$ cat src/rtl/div_seq_ctrl.sv
// div_seq_ctrl: multi-cycle restoring divider with its sequencing FSM.
// One quotient bit per ITER cycle; done pulses once when results are valid.
// Optional feature macro: SIGNED_DIV_EN (two's-complement mode via is_signed, adds FIX state).
//
// state | meaning
// IDLE  | waiting for start; results held
// LOAD  | clear partial remainder, load magnitudes, arm counter
// ITER  | one shift/compare/subtract step per cycle
// FIX   | sign correction of quotient/remainder (SIGNED_DIV_EN only)
// DONE  | done pulse visible, results valid
module div_seq_ctrl #(
    parameter  int WIDTH = 16,
    localparam int CNT_W = $clog2(WIDTH) + 1
) (
    input  logic             clk,
    input  logic             rst,
    input  logic             start,
    input  logic [WIDTH-1:0] dividend,
    input  logic [WIDTH-1:0] divisor,
    input  logic             is_signed,
    output logic             busy,
    output logic             done,
    output logic [WIDTH-1:0] quotient,
    output logic [WIDTH-1:0] remainder,
    output logic             div_by_zero
);

`ifdef SIGNED_DIV_EN
    typedef enum logic [2:0] {S_IDLE, S_LOAD, S_ITER, S_FIX, S_DONE} state_t;
`else
    typedef enum logic [2:0] {S_IDLE, S_LOAD, S_ITER, S_DONE} state_t;
`endif

    state_t           state_q, state_d;
    logic [CNT_W-1:0] cnt_q, cnt_d;
    logic [WIDTH:0]   r_q, r_d;
    logic [WIDTH-1:0] q_q, q_d;
    logic [WIDTH-1:0] dvd_q, dvd_d;
    logic [WIDTH-1:0] dvs_q, dvs_d;
    logic             sgn_q, sgn_d;
    logic             neg_q, neg_d;
    logic             busy_q, busy_d;
    logic             done_q, done_d;
    logic [WIDTH-1:0] quot_q, quot_d;
    logic [WIDTH-1:0] rem_q, rem_d;
    logic             dbz_q, dbz_d;

    logic [WIDTH:0]   r_sh, r_nx;
    logic [WIDTH-1:0] q_nx;
    logic             r_ge;

    // R never exceeds the divisor, so its top bit and the top bit of the
    // step result are structurally zero; is_signed is dead in unsigned builds.
    logic spare_unused;
    assign spare_unused = ^{is_signed, r_q[WIDTH], r_nx[WIDTH], sgn_q, neg_q};

    // One restoring step on the full WIDTH+1 bit partial remainder
    always_comb begin
        r_sh = {r_q[WIDTH-1:0], q_q[WIDTH-1]};
        r_ge = (r_sh >= {1'b0, dvs_q});
        r_nx = r_ge ? (r_sh - {1'b0, dvs_q}) : r_sh;
        q_nx = {q_q[WIDTH-2:0], r_ge};
    end

    // Next-state and registered-output computation
    always_comb begin
        state_d = state_q;
        cnt_d   = cnt_q;
        r_d     = r_q;
        q_d     = q_q;
        dvd_d   = dvd_q;
        dvs_d   = dvs_q;
        sgn_d   = sgn_q;
        neg_d   = neg_q;
        busy_d  = busy_q;
        done_d  = 1'b0;
        quot_d  = quot_q;
        rem_d   = rem_q;
        dbz_d   = dbz_q;
        case (state_q)
            S_IDLE: begin
                if (start) begin
                    dvd_d   = dividend;
                    dvs_d   = divisor;
`ifdef SIGNED_DIV_EN
                    sgn_d   = is_signed;
`else
                    sgn_d   = 1'b0;
`endif
                    quot_d  = '0;
                    rem_d   = '0;
                    dbz_d   = 1'b0;
                    busy_d  = 1'b1;
                    state_d = S_LOAD;
                end
            end
            S_LOAD: begin
                r_d   = '0;
                cnt_d = CNT_W'(WIDTH);
                if (dvs_q == '0) begin
                    quot_d  = '1;
                    rem_d   = dvd_q;
                    dbz_d   = 1'b1;
                    done_d  = 1'b1;
                    state_d = S_DONE;
                end else begin
                    q_d     = dvd_q;
                    neg_d   = 1'b0;
`ifdef SIGNED_DIV_EN
                    // Work on magnitudes; the most negative value maps to itself,
                    // which is its correct unsigned magnitude.
                    if (sgn_q && dvd_q[WIDTH-1]) q_d = -dvd_q;
                    if (sgn_q && dvs_q[WIDTH-1]) dvs_d = -dvs_q;
                    neg_d   = sgn_q & (dvd_q[WIDTH-1] ^ dvs_q[WIDTH-1]);
`endif
                    state_d = S_ITER;
                end
            end
            S_ITER: begin
                r_d   = r_nx;
                q_d   = q_nx;
                cnt_d = cnt_q - CNT_W'(1);
                if (cnt_q == CNT_W'(1)) begin
`ifdef SIGNED_DIV_EN
                    if (sgn_q) begin
                        state_d = S_FIX;
                    end else begin
                        quot_d  = q_nx;
                        rem_d   = r_nx[WIDTH-1:0];
                        done_d  = 1'b1;
                        state_d = S_DONE;
                    end
`else
                    quot_d  = q_nx;
                    rem_d   = r_nx[WIDTH-1:0];
                    done_d  = 1'b1;
                    state_d = S_DONE;
`endif
                end
            end
`ifdef SIGNED_DIV_EN
            S_FIX: begin
                quot_d  = neg_q ? -q_q : q_q;
                rem_d   = dvd_q[WIDTH-1] ? -r_q[WIDTH-1:0] : r_q[WIDTH-1:0];
                done_d  = 1'b1;
                state_d = S_DONE;
            end
`endif
            S_DONE: begin
                busy_d  = 1'b0;
                state_d = S_IDLE;
            end
            default: begin
                busy_d  = 1'b0;
                state_d = S_IDLE;
            end
        endcase
    end

    // State and output registers, async active-low reset
    always_ff @(posedge clk or negedge rst) begin
        if (!rst) begin
            state_q <= S_IDLE;
            cnt_q   <= '0;
            r_q     <= '0;
            q_q     <= '0;
            dvd_q   <= '0;
            dvs_q   <= '0;
            sgn_q   <= 1'b0;
            neg_q   <= 1'b0;
            busy_q  <= 1'b0;
            done_q  <= 1'b0;
            quot_q  <= '0;
            rem_q   <= '0;
            dbz_q   <= 1'b0;
        end else begin
            state_q <= state_d;
            cnt_q   <= cnt_d;
            r_q     <= r_d;
            q_q     <= q_d;
            dvd_q   <= dvd_d;
            dvs_q   <= dvs_d;
            sgn_q   <= sgn_d;
            neg_q   <= neg_d;
            busy_q  <= busy_d;
            done_q  <= done_d;
            quot_q  <= quot_d;
            rem_q   <= rem_d;
            dbz_q   <= dbz_d;
        end
    end

    assign busy        = busy_q;
    assign done        = done_q;
    assign quotient    = quot_q;
    assign remainder   = rem_q;
    assign div_by_zero = dbz_q;

endmodule

$ cat config.mk
export PLATFORM = sky130hd
export DESIGN_NAME = div_seq_ctrl
export DESIGN_NICKNAME = d
export VERILOG_FILES = /design/src/rtl/div_seq_ctrl.sv
export SDC_FILE = /design/constraint.sdc
export NUM_CORES = 1
export LEC_CHECK = 0
export CAP_MARGIN = 10
export CORE_MARGIN = 4
export CORE_UTILIZATION = 56
export DETAILED_ROUTE_END_ITERATION = 16
export GPL_TIMING_DRIVEN = 1
export PLACE_DENSITY = 0.9
export RECOVER_POWER = 25
export SYNTH_ARGS = -nofsm -noshare
export SYNTH_HDL_FRONTEND = slang
export SYNTH_SLANG_ARGS = --single-unit
$ cat constraint.sdc
create_clock -name clk -period 2.7 [get_ports clk]
set_input_delay 0.675 -clock clk [delete_from_list [all_inputs] [get_ports clk]]
set_output_delay 0.675 -clock clk [all_outputs]
set_load 0.02 [all_outputs]
* Yosys cells after proc, flatten, opt, wreduce, memory -nomap -nowiden
Index checks and enable logic that the tools add are counted.
** Word-level totals
- Register bits :: 107
- Latch bits :: 0
- Bits in writable memories :: 0
- ROM bits :: 0
- Input port bits :: 36
- Output and inout port bits :: 35
- Logic and storage cells :: 58
- Memories :: 0
** Cells by class
- Add/subtract/negate cells :: 2
- Multiply operators :: 0
- Divide/modulo/power cells :: 0
- Magnitude comparators :: 1
- Equal/unequal tests :: 7
- Shift operators :: 0
- Mux-type cells :: 24
- Bitwise gates (word level) :: 1
- Reduce and logical (&&, ||, !) cells :: 12
** Operators by type and width (count)
- $mux W16 :: 7
- $pmux W16 S3 :: 2
- $pmux W16 S2 :: 2
- $ge A17 B16 Y1 :: 1
- $logic_not A16 Y1 :: 1
- $sub A16 B16 Y16 :: 1
- $pmux W5 S2 :: 1
- $pmux W3 S3 :: 1
- $ne A2 B2 Y1 const B :: 4
- $reduce_and A2 Y1 :: 4
- $mux W1 :: 6
- $mux W3 :: 2
- $pmux W1 S2 :: 3
- $eq A5 B1 Y1 const B :: 1
- $sub A5 B1 Y5 const B :: 1
- $reduce_and A4 Y1 :: 1
- $reduce_bool A2 Y1 :: 2
- $eq A3 B1 Y1 const B :: 1
- $eq A3 B2 Y1 const B :: 1
- $logic_not A3 Y1 :: 1
- $reduce_and A3 Y1 :: 1
- $reduce_bool A3 Y1 :: 1
- $reduce_or A2 Y1 :: 1
- $not A1 Y1 :: 1

* Longest topological paths before layout
Gate-level depths: netlist of run 1.
- Word-level depth :: 4
- Gate-level depth with buffers :: 11
- Mapped depth without buffers :: 10

* Least setup slack after synthesis of run 1
OpenSTA, ideal clock, no wires.
- Path kind :: flip-flop to flip-flop
- Start :: reg r_q[3]
- End :: reg r_q[1]
- Setup time :: 0.078 ns
- Data arrival time :: 2.292 ns
- Required time :: 2.622 ns
- Path slack :: 0.330 ns
- Cell stages (with the launch flop) :: 10
- Path buffers :: 1
- Clock period less this slack :: 2.370 ns
- Cells stage by stage :: dfrtp_1 ha_1 a21o_1 a211o_1 o21ai_2 a31oi_1 a41o_1 buf_4 mux2_1 o2bb2ai_1
** On the way
- Longest elaborated chain between the ends :: 3
** RTL lines
- from (decl) :: line 36 : logic [WIDTH:0] r_q, r_d;
- from (signal assigned) :: line 179 : r_q <= r_d;
- $ge A17 B16 Y1 :: line 60 : r_ge = (r_sh >= {1'b0, dvs_q});
- $mux W16 :: line 61 : r_nx = r_ge ? (r_sh - {1'b0, dvs_q}) : r_sh;
- $pmux W16 S2 :: line 80 : case (state_q)
Every way passes these cells.
A chain may end at the register's enable or synchronous reset.

* Worst setup path after layout of run 1
- Start :: reg q_q[15]
- End :: reg r_q[1]
** On the way
- Longest elaborated chain between the ends :: 3
- Elaborated cells on any way between the ends :: 4
- Those cells by class :: add/sub (1); order compare (1); mux (2)
** RTL lines
- from (decl) :: line 37 : logic [WIDTH-1:0] q_q, q_d;
- from (signal assigned) :: line 180 : q_q <= q_d;
- $sub A16 B16 Y16 / $ge A17 B16 Y1 (equally long branches) :: line 61, 60
- $mux W16 (*) :: line 61
- $pmux W16 S2 (*) :: line 80
Mark *: on every way between the ends. The rest lies on a longest branch, timed or not.

==> run summary, run 1 <==
The flow ran to the end, and the final reports show no timing, DRC or antenna violations. Cells with a size suffix above 1 make up 13.9% of the layout. Number of input and output port buffers inserted: 69. The total count of max-transition violations in the final report is 0, and the share of the clock period used by the worst path after layout is 96.5%. In this run the worst setup path begins at q_q[15]. The run gives 9650 um as the placed wire-length estimate after detailed placement. The clock slew seen by the registers of the worst setup and hold paths came out at 0.11 ns.

The logs give 0.00294 uW for the cell leakage power and 21300 um for the global-route wire length before repair. The endpoint identified for the worst register-to-register timing path is r_q[1]. The routed design has 13200 um of wire. The number of standard cells after synthesis came out at 549. Counting distinct cell types in the post-synthesis netlist gives 53.

The actual slew at the worst max-slew pin was 1.39 ns. sky130_fd_sc_hd__dfrtp_1 takes more of the synthesized area than any other cell. After synthesis the netlist holds a flip-flop and latch count of 106. Number of vias per cell: 5.95. The post-synthesis cell area was 5620 um^2. TritonCTS built the clock tree. Setup violations remaining at the end of the flow were counted as 0. Static timing analysis puts the maximum clock frequency at 384 MHz. The most frequently used flop master after synthesis was sky130_fd_sc_hd__dfrtp_1. The core area is 9770 um^2, and the first-pass iteration count of the detailed router is 4. The count of flip-flops with a built-in enable after synthesis is 0, and the clock sink count is 106.

Leaving out fill and tap cells, the most frequent cell in the layout is sky130_fd_sc_hd__dfrtp_1. In this run the horizontal extent of the chip is 108 um. The worst clock skew was 0.0176 ns; the synthesized area divided by synthesized cell count was 10.2 um^2. The initial utilization of the core area, before any placement, comes to 57.5%.

Setup slack on the worst reg-to-reg path comes out at 0.09 ns. The worst hold path terminates at quotient[5]. The final layout contains 679 nets. Number of DRC markers in iteration 0: 244.

Entering global routing, the biggest net connects 107 pins. The setup path with the least slack is of type flip-flop to flip-flop. Net count of the mapped netlist: 608. The library cells used most frequently in the layout, excluding fill and tap cells, are sky130_fd_sc_hd__dfrtp_1 (106), sky130_fd_sc_hd__clkdlybuf4s50_1 (68), sky130_fd_sc_hd__nand2_1 (59). At the placement stage, the worst setup path has a slack of -0.155 ns. The number of rows created at floorplan was 36. Along the worst path, the maximum fanout reaches 14. Worst min-delay path class: flip-flop to flip-flop. Endpoint arrival time on the critical path: 2.91 ns. For the worst setup path, the data required time is 3.00 ns. The area used by sequential logic in the layout is 2650 um^2, and the setup fix buffers added after clock tree synthesis is 0. Along the worst hold path, the cell count comes to 2.

The slowest stage of the critical path belongs to the cell sky130_fd_sc_hd__dfrtp_1. Once layout is complete, the utilization of the core stands at 69.3%. The worst stage delay on the critical path works out to 0.41 ns.

Counting flops with an async set or reset pin after synthesis yields a share of 100%. Final count of hold timing violations: 0. At the end of routability-driven placement, the weighted congestion stood at 0.876. The number of vias after detailed routing is 4513. The worst path meets setup with 0.0948 ns of slack. Grouping stages by cell kind, the critical path spends the most delay in compound AO/OA/AOI/OAI gates. The highest ir drop seen on vdd came out at 0.534 mV. Sort of element at the start of the critical path: a flip-flop.

The via count of the first global-routing pass is 4463, and the overall die area is 11700 um^2. The combined area of the multi-input logic cells is 2790 um^2, and the shortest clock period the worst path allows after layout is 2.61 ns. Walking the worst path, the cells encountered are inv_1 > ha_1 > nand2b_1 > a211oi_4 > o21ai_2 > a31oi_2 > a41o_1 > buf_12 > mux2_1 > o2bb2ai_1. The die is 108 um tall. The worst register-to-register path has a depth of 10. Hold-fix buffer count after cts: 0. The critical register-to-register path startpoint was q_q[15].

In the global route stage, overall resource usage came out at 23.0%. The run gives 2 as the number of buffers on the longest clock path. During synthesis, Yosys emitted a total of 0 warnings.

The H-tree was split into 3 levels. The run gives 47.2% as the register area share after synthesis. Clock tree synthesis selected as its root buffer the cell sky130_fd_sc_hd__clkbuf_8. Hold timing on the final database bottoms out at a slack of 0.489 ns.

The post-detailed-route wirelength per cell is 17.4 um, and the number of fillers in the final layout is 718. The count of nets left with antenna violations once routing finished came out at 0. The cell area power density is 1010 nW/um^2.

The tools report the number of I/O pins as 71. The antenna diode instance count came out at 0. The worst setup path is captured at a flip-flop.

The share of Yosys cell area claimed by the top area cell type was 47.2%; the initial antenna violation count was 0. The remaining design rule violation count came out at 0. For the number of buffers inserted during clock tree synthesis, the log shows 9. Global routing finished with a remaining overflow of 0. The worst relative slew slack came out at 7.19%. After routing, the total negative slack on setup checks comes to 0 ns. By area the synthesized netlist is led by sky130_fd_sc_hd__dfrtp_1 (47%), sky130_fd_sc_hd__mux2_2 (6.4%), sky130_fd_sc_hd__mux2i_1 (5.5%). The post-synthesis to final-layout area growth was 20.7%. Buffers plus inverters on the worst setup path: 2. The tools report the start point of the worst min-delay path as quotient[5]. The clock latency on the worst-skew pair was 0.38 ns. Max-cap violations in this run came to 0. For the total power, the log shows 6870 uW.
[routing by layer]
metal  track usage [%]  vias to the layer above  wire [um]
met5                 0                        -          0
met4              6.49                        0        253
met3              4.96                       29        782
met2              41.8                      138       6860
met1              27.5                     2218       5310
li1                  -                     2128          -
[sequential cells by signal, indices dropped and copies added (netlist names)]
name,cells
busy,1
q_q,16
state_q,2
r_q,16
quotient,16
cnt_q,5
dvd_q,16
div_by_zero,1
done,1
remainder,16
dvs_q,16
[cells in the mapped netlist (all sizes together), types with 2 or more instances]
cell / instances
a22oi: 15
o21a: 2
buf: 9
ha: 22
xor2: 6
nor3: 7
o31ai: 21
a21o: 5
nand3: 7
nor4: 6
a31oi: 2
a211oi: 4
or3: 4
mux2i: 31
a211o: 2
nor2b: 2
nand4: 4
o21ai: 44
a22o: 15
nand2: 59
a21oi: 28
o22ai: 4
o2bb2ai: 9
dfrtp: 106
clkbuf: 23
xnor2: 5
nor2: 24
nand2b: 8
mux2: 34
inv: 27
a311oi: 2
[worst max path at each step]
stage	slack, ns	cells after the start	end
2_1_floorplan	0.33	9	r_q[1]
3_3_place_gp	-0.07	8	remainder[13]
3_5_place_dp	-0.15	8	remainder[4]
4_1_cts	0.001	9	r_q[1]
5_1_grt	-0.02	10	remainder[12]
6_report	0.09	10	r_q[1]
[cells by family (layout without fill, tap and decap cells)]
| kind of cell | after synthesis | after routing | share of synthesized area [%] |
|---|---|---|---|
| AO/OA/AOI/OAI | 158 | 158 | 18.8 |
| XOR/XNOR | 11 | 11 | 1.72 |
| adder cells (fa/ha/maj) | 23 | 23 | 5.26 |
| buffers and inverters | 60 | 136 | 4.28 |
| flip-flops | 106 | 106 | 47.2 |
| multiplexers | 65 | 65 | 12.3 |
| AND/OR/NAND/NOR | 126 | 126 | 10.3 |
[area by class of cell]
cell class / instances / area share, %
clock buffers: 10 / 1.88
flip-flops and latches: 106 / 39.1
well taps: 133 / 2.46
multi-input cells: 383 / 41.1
clock inverters: 6 / 0.812
inverters: 28 / 1.55
repair buffers: 92 / 13.1
[stage by stage]
stage          std cells  area (um^2)
2_1_floorplan        549         5620
3_3_place_gp         742         6550
3_5_place_dp         742         6550
4_1_cts              758         6730
5_1_grt              758         6780
6_report             758         6780
[worst min-delay path, stage by stage, from the launching register on]
cell	delay (ns)
sky130_fd_sc_hd__dfrtp_1	0.36
sky130_fd_sc_hd__nand2_1	0.05
sky130_fd_sc_hd__o31ai_1	0.05
[repair_timing]
action	in CTS	in global routing
gates resized for setup	1	10
setup endpoints to repair	2	29
cloned	0	0
pin swaps	0	4
[power by group]
group / switching [uW] / internal, uW / total [uW]
Clock: 575 / 356 / 931
Combinational: 2010 / 1430 / 3430
Sequential: 423 / 2090 / 2510
Total: 3000 / 3870 / 6870
Note: power is estimated with default switching activity, not from simulation.
==> inputs of run 2 (changes only) <==
--- a/config.mk
+++ b/config.mk
@@ -12,6 +12,7 @@
 export GPL_TIMING_DRIVEN = 1
 export PLACE_DENSITY = 0.9
 export RECOVER_POWER = 25
+export SKIP_LAST_GASP = 1
 export SYNTH_ARGS = -nofsm -noshare
 export SYNTH_HDL_FRONTEND = slang
 export SYNTH_SLANG_ARGS = --single-unit
==> results of run 2 <==
No change in the layout: final DEF, timing and power equal those of run 1.
==> inputs of run 3 (changes only) <==
--- a/config.mk
+++ b/config.mk
@@ -7,10 +7,11 @@
 export LEC_CHECK = 0
 export CAP_MARGIN = 10
 export CORE_MARGIN = 4
-export CORE_UTILIZATION = 56
+export CORE_UTILIZATION = 58
+export CTS_BUF_LIST = sky130_fd_sc_hd__clkbuf_4 sky130_fd_sc_hd__clkbuf_8
 export DETAILED_ROUTE_END_ITERATION = 16
 export GPL_TIMING_DRIVEN = 1
-export PLACE_DENSITY = 0.9
+export PLACE_DENSITY = 0.92
 export RECOVER_POWER = 25
 export SKIP_LAST_GASP = 1
 export SYNTH_ARGS = -nofsm -noshare
==> run summary, run 3 (synthesis gave the netlist of run 1 again) <==
The die covers 11300 um^2. The number of placed instances, taps included is 735, and the via count of the first global-routing pass is 4544. The startpoint identified for the worst register-to-register timing path is q_q[15]. The share of the clock period used by the worst path after layout came out at 96.1%. Detailed placement finished with a half-perimeter wire length of 9780 um.

The core area came out at 9330 um^2. After global routing the overflow that remains totals 0. The logs give 663 for the number of fillers in the final layout and 0.651 mV for the highest ir drop seen on vdd. Hold is met by 0.487 ns.

Data on the critical path is required at its endpoint by 2.96 ns. Across the routed clock network, the largest skew measured is 0.0209 ns. Once placement finished, the instance area stood at 6530 um^2. The met1 layer wirelength in the final routing came out at 5430 um. For the number of buffers on the longest clock path, the log shows 2. The run gives 241 as the number of DRC markers in iteration 0. The library cell used most frequently in the layout, excluding fill and tap cells, is sky130_fd_sc_hd__dfrtp_1. The met2 routed wirelength was 6960 um.

CTS saw 106 sinks. The sequential group share of total power is 35.9%, and the worst hold path depth is 2. For the final count of hold timing violations, the log shows 0. The number of buffers inserted during clock tree synthesis was 9.

The kind of critical path is flip-flop to flip-flop. In this run the worst path has a maximum fanout of 14. The slack of the worst reg-to-reg path was 0.11 ns. The worst hold path belongs to the class flip-flop to flip-flop. The post-synthesis to final-layout area growth was 20.6%. Aggregate routed wire length: 13400 um. The clock tree synthesis step divided the H-tree into 3 levels. For this run, the top clock speed supported by timing is 386 MHz. The number of nets still failing antenna checks after routing is 0. Hold repair after CTS inserted 0 buffers.

The routed layout has 4549 vias. The run gives 0 as the remaining design rule violation count. The logs give 0.905 for the global placer's final weighted congestion and 60.2% for the starting utilization of the core area. Summed over all nets, the switching power comes to 3030 uW. The tools report the sort of element at the start of the critical path as a flip-flop.

Internal power comes to 3920 uW. The actual slew at the worst max-slew pin works out to 1.38 ns. Leaving out fill and tap cells, the most frequent cells in the layout are sky130_fd_sc_hd__dfrtp_1 (106), sky130_fd_sc_hd__clkdlybuf4s50_1 (68), sky130_fd_sc_hd__nand2_1 (59). The first-pass iteration count of the detailed router is 5, and the switching share of power is 43.6%.

The finished cells cover 6770 um^2. Dividing total power by cell area gives a power density of 1030 nW/um^2. The logs give 0 for the initial antenna violation count and 0.0395 ns for the worst slack after detailed placement. The logs give 24.2% for the all-layer global routing usage and 71 for the number of I/O pins. Number of setup violations in the final report: 0.

The post-detailed-route wirelength per cell works out to 17.7 um. The worst stage delay on the critical path is 0.41 ns, and the antenna diode instance count is 0. The count of cells in the finished layout, fillers not included, comes to 754. Traced cell by cell, the critical path runs through inv_1 > ha_1 > nand2b_1 > a211oi_4 > o21ai_2 > a31oi_2 > a41o_1 > buf_12 > mux2i_1 > o21ai_0. Setup repair after global routing could not meet its margin everywhere. Cells with a size suffix above 1 make up 13.4% of the layout. Of the total power, the clock network draws 14.0%.

The tools report the amount of wire on met3 after detailed routing as 740 um. At the later pin of the worst-skew pair, clock insertion delay measures 0.39 ns. Summing internal, switching and leakage power gives 6950 uW. The run finished with clean final reports. Measured against its own limit, the worst slew margin works out to 8.13%. In the final design database the tool counted 679 nets. TritonCTS built the clock tree.

Clock-pin slew was measured on the worst setup and hold paths at 0.12 ns. The highest layer used for signal routing is met4. Largest net degree at the start of global routing: 107.

The path with the worst hold slack has its endpoint at quotient[3]. The number of rows created at floorplan was 35; the combinational group share of total power was 50.0%. For the worst flop-to-flop path, the logic depth is 10. The routed design could run at a clock period as short as 2.59 ns. The number of input and output port buffers inserted was 69; the total count of max-transition violations in the final report was 0. The buffer type at the clock tree root is sky130_fd_sc_hd__clkbuf_8. The tools report the start point of the worst min-delay path as quotient[3]. The tools report the area used by sequential logic in the layout as 2650 um^2. The die height is 106 um.

Data arrives at the worst endpoint at 2.85 ns. The combined area of the multi-input logic cells was 2760 um^2. From left edge to right edge, the die measures 106 um. The count of maximum capacitance violations was 0. The tools report the end of the worst register-to-register path as remainder[6].

STA classifies the critical path endpoint as a flip-flop. The setup slack after layout came out at 0.106 ns. The first global-routing pass estimated 21800 um of wire.

Slowest stage cell on the critical path: sky130_fd_sc_hd__dfrtp_1. In this run the static leakage power is 0.00295 uW. After detailed routing, the number of vias per cell comes to 6.03.
-- run 3: cell types whose count changed in the layout (fill, tap and decap cells not counted), sizes merged --
cell / delta
clkinvlp: +1
clkinv: -1
-- run 3: power groups by stage --
| stage | clock network (uW) | registers (uW) | logic (uW) |
|---|---|---|---|
| after floorplan | 0 | 2460 | 2350 |
| after global placement | 0 | 2480 | 3170 |
| after detailed placement | 0 | 2520 | 3360 |
| after CTS | 987 | 2490 | 3380 |
| after global routing | 1050 | 2560 | 3830 |
| final | 975 | 2500 | 3480 |
-- run 3: critical path: cells and delay by family (launching register included) --
| kind | cells | cell delay (ns) |
|---|---|---|
| AOI/OAI and AO/OA | 5 | 1.02 |
| adders and majority gates | 1 | 0.22 |
| buffers and inverters | 2 | 0.24 |
| DFF | 1 | 0.41 |
| muxes | 1 | 0.36 |
| and+or+nand+nor | 1 | 0.20 |
-- run 3: timing repair --
item	in CTS	in global routing
buffers inserted	0	3
setup endpoints to repair	0	27
resized for setup	0	6
-- run 3: cell type report --
class                   count  area share [%]
clock buffers              10            2.03
clock inverters             6           0.832
inverters                  28            1.55
multi-input cells         383            40.8
flip-flops and latches    106            39.2
well taps                 129            2.38
repair buffers             92            13.3
-- run 3: worst max-delay path by stage --
stage            start       endpoint  slack (ns)  cells after the start
2_1_floorplan   r_q[3]         r_q[1]        0.33                      9
3_3_place_gp     start  remainder[15]        0.10                      8
3_5_place_dp     start  remainder[13]        0.04                      8
4_1_cts        q_q[15]   remainder[6]        0.09                     10
5_1_grt         r_q[3]         r_q[1]       -0.04                      9
6_report       q_q[15]   remainder[6]        0.11                     10
-- run 3: layer usage --
layer  global-route usage, %  vias to the layer above
met5                       0                        -
met3                    4.98                       24
met4                    7.86                        0
met2                    43.0                      141
met1                    29.3                     2248
li1                        -                     2136
-- run 3: through the flow --
stage,setup TNS [ns],util [%]
2_1_floorplan,0,-
3_3_place_gp,0,70.0
3_5_place_dp,0,70.0
4_1_cts,0,72.1
5_1_grt,-0.150,72.6
6_report,0,72.6
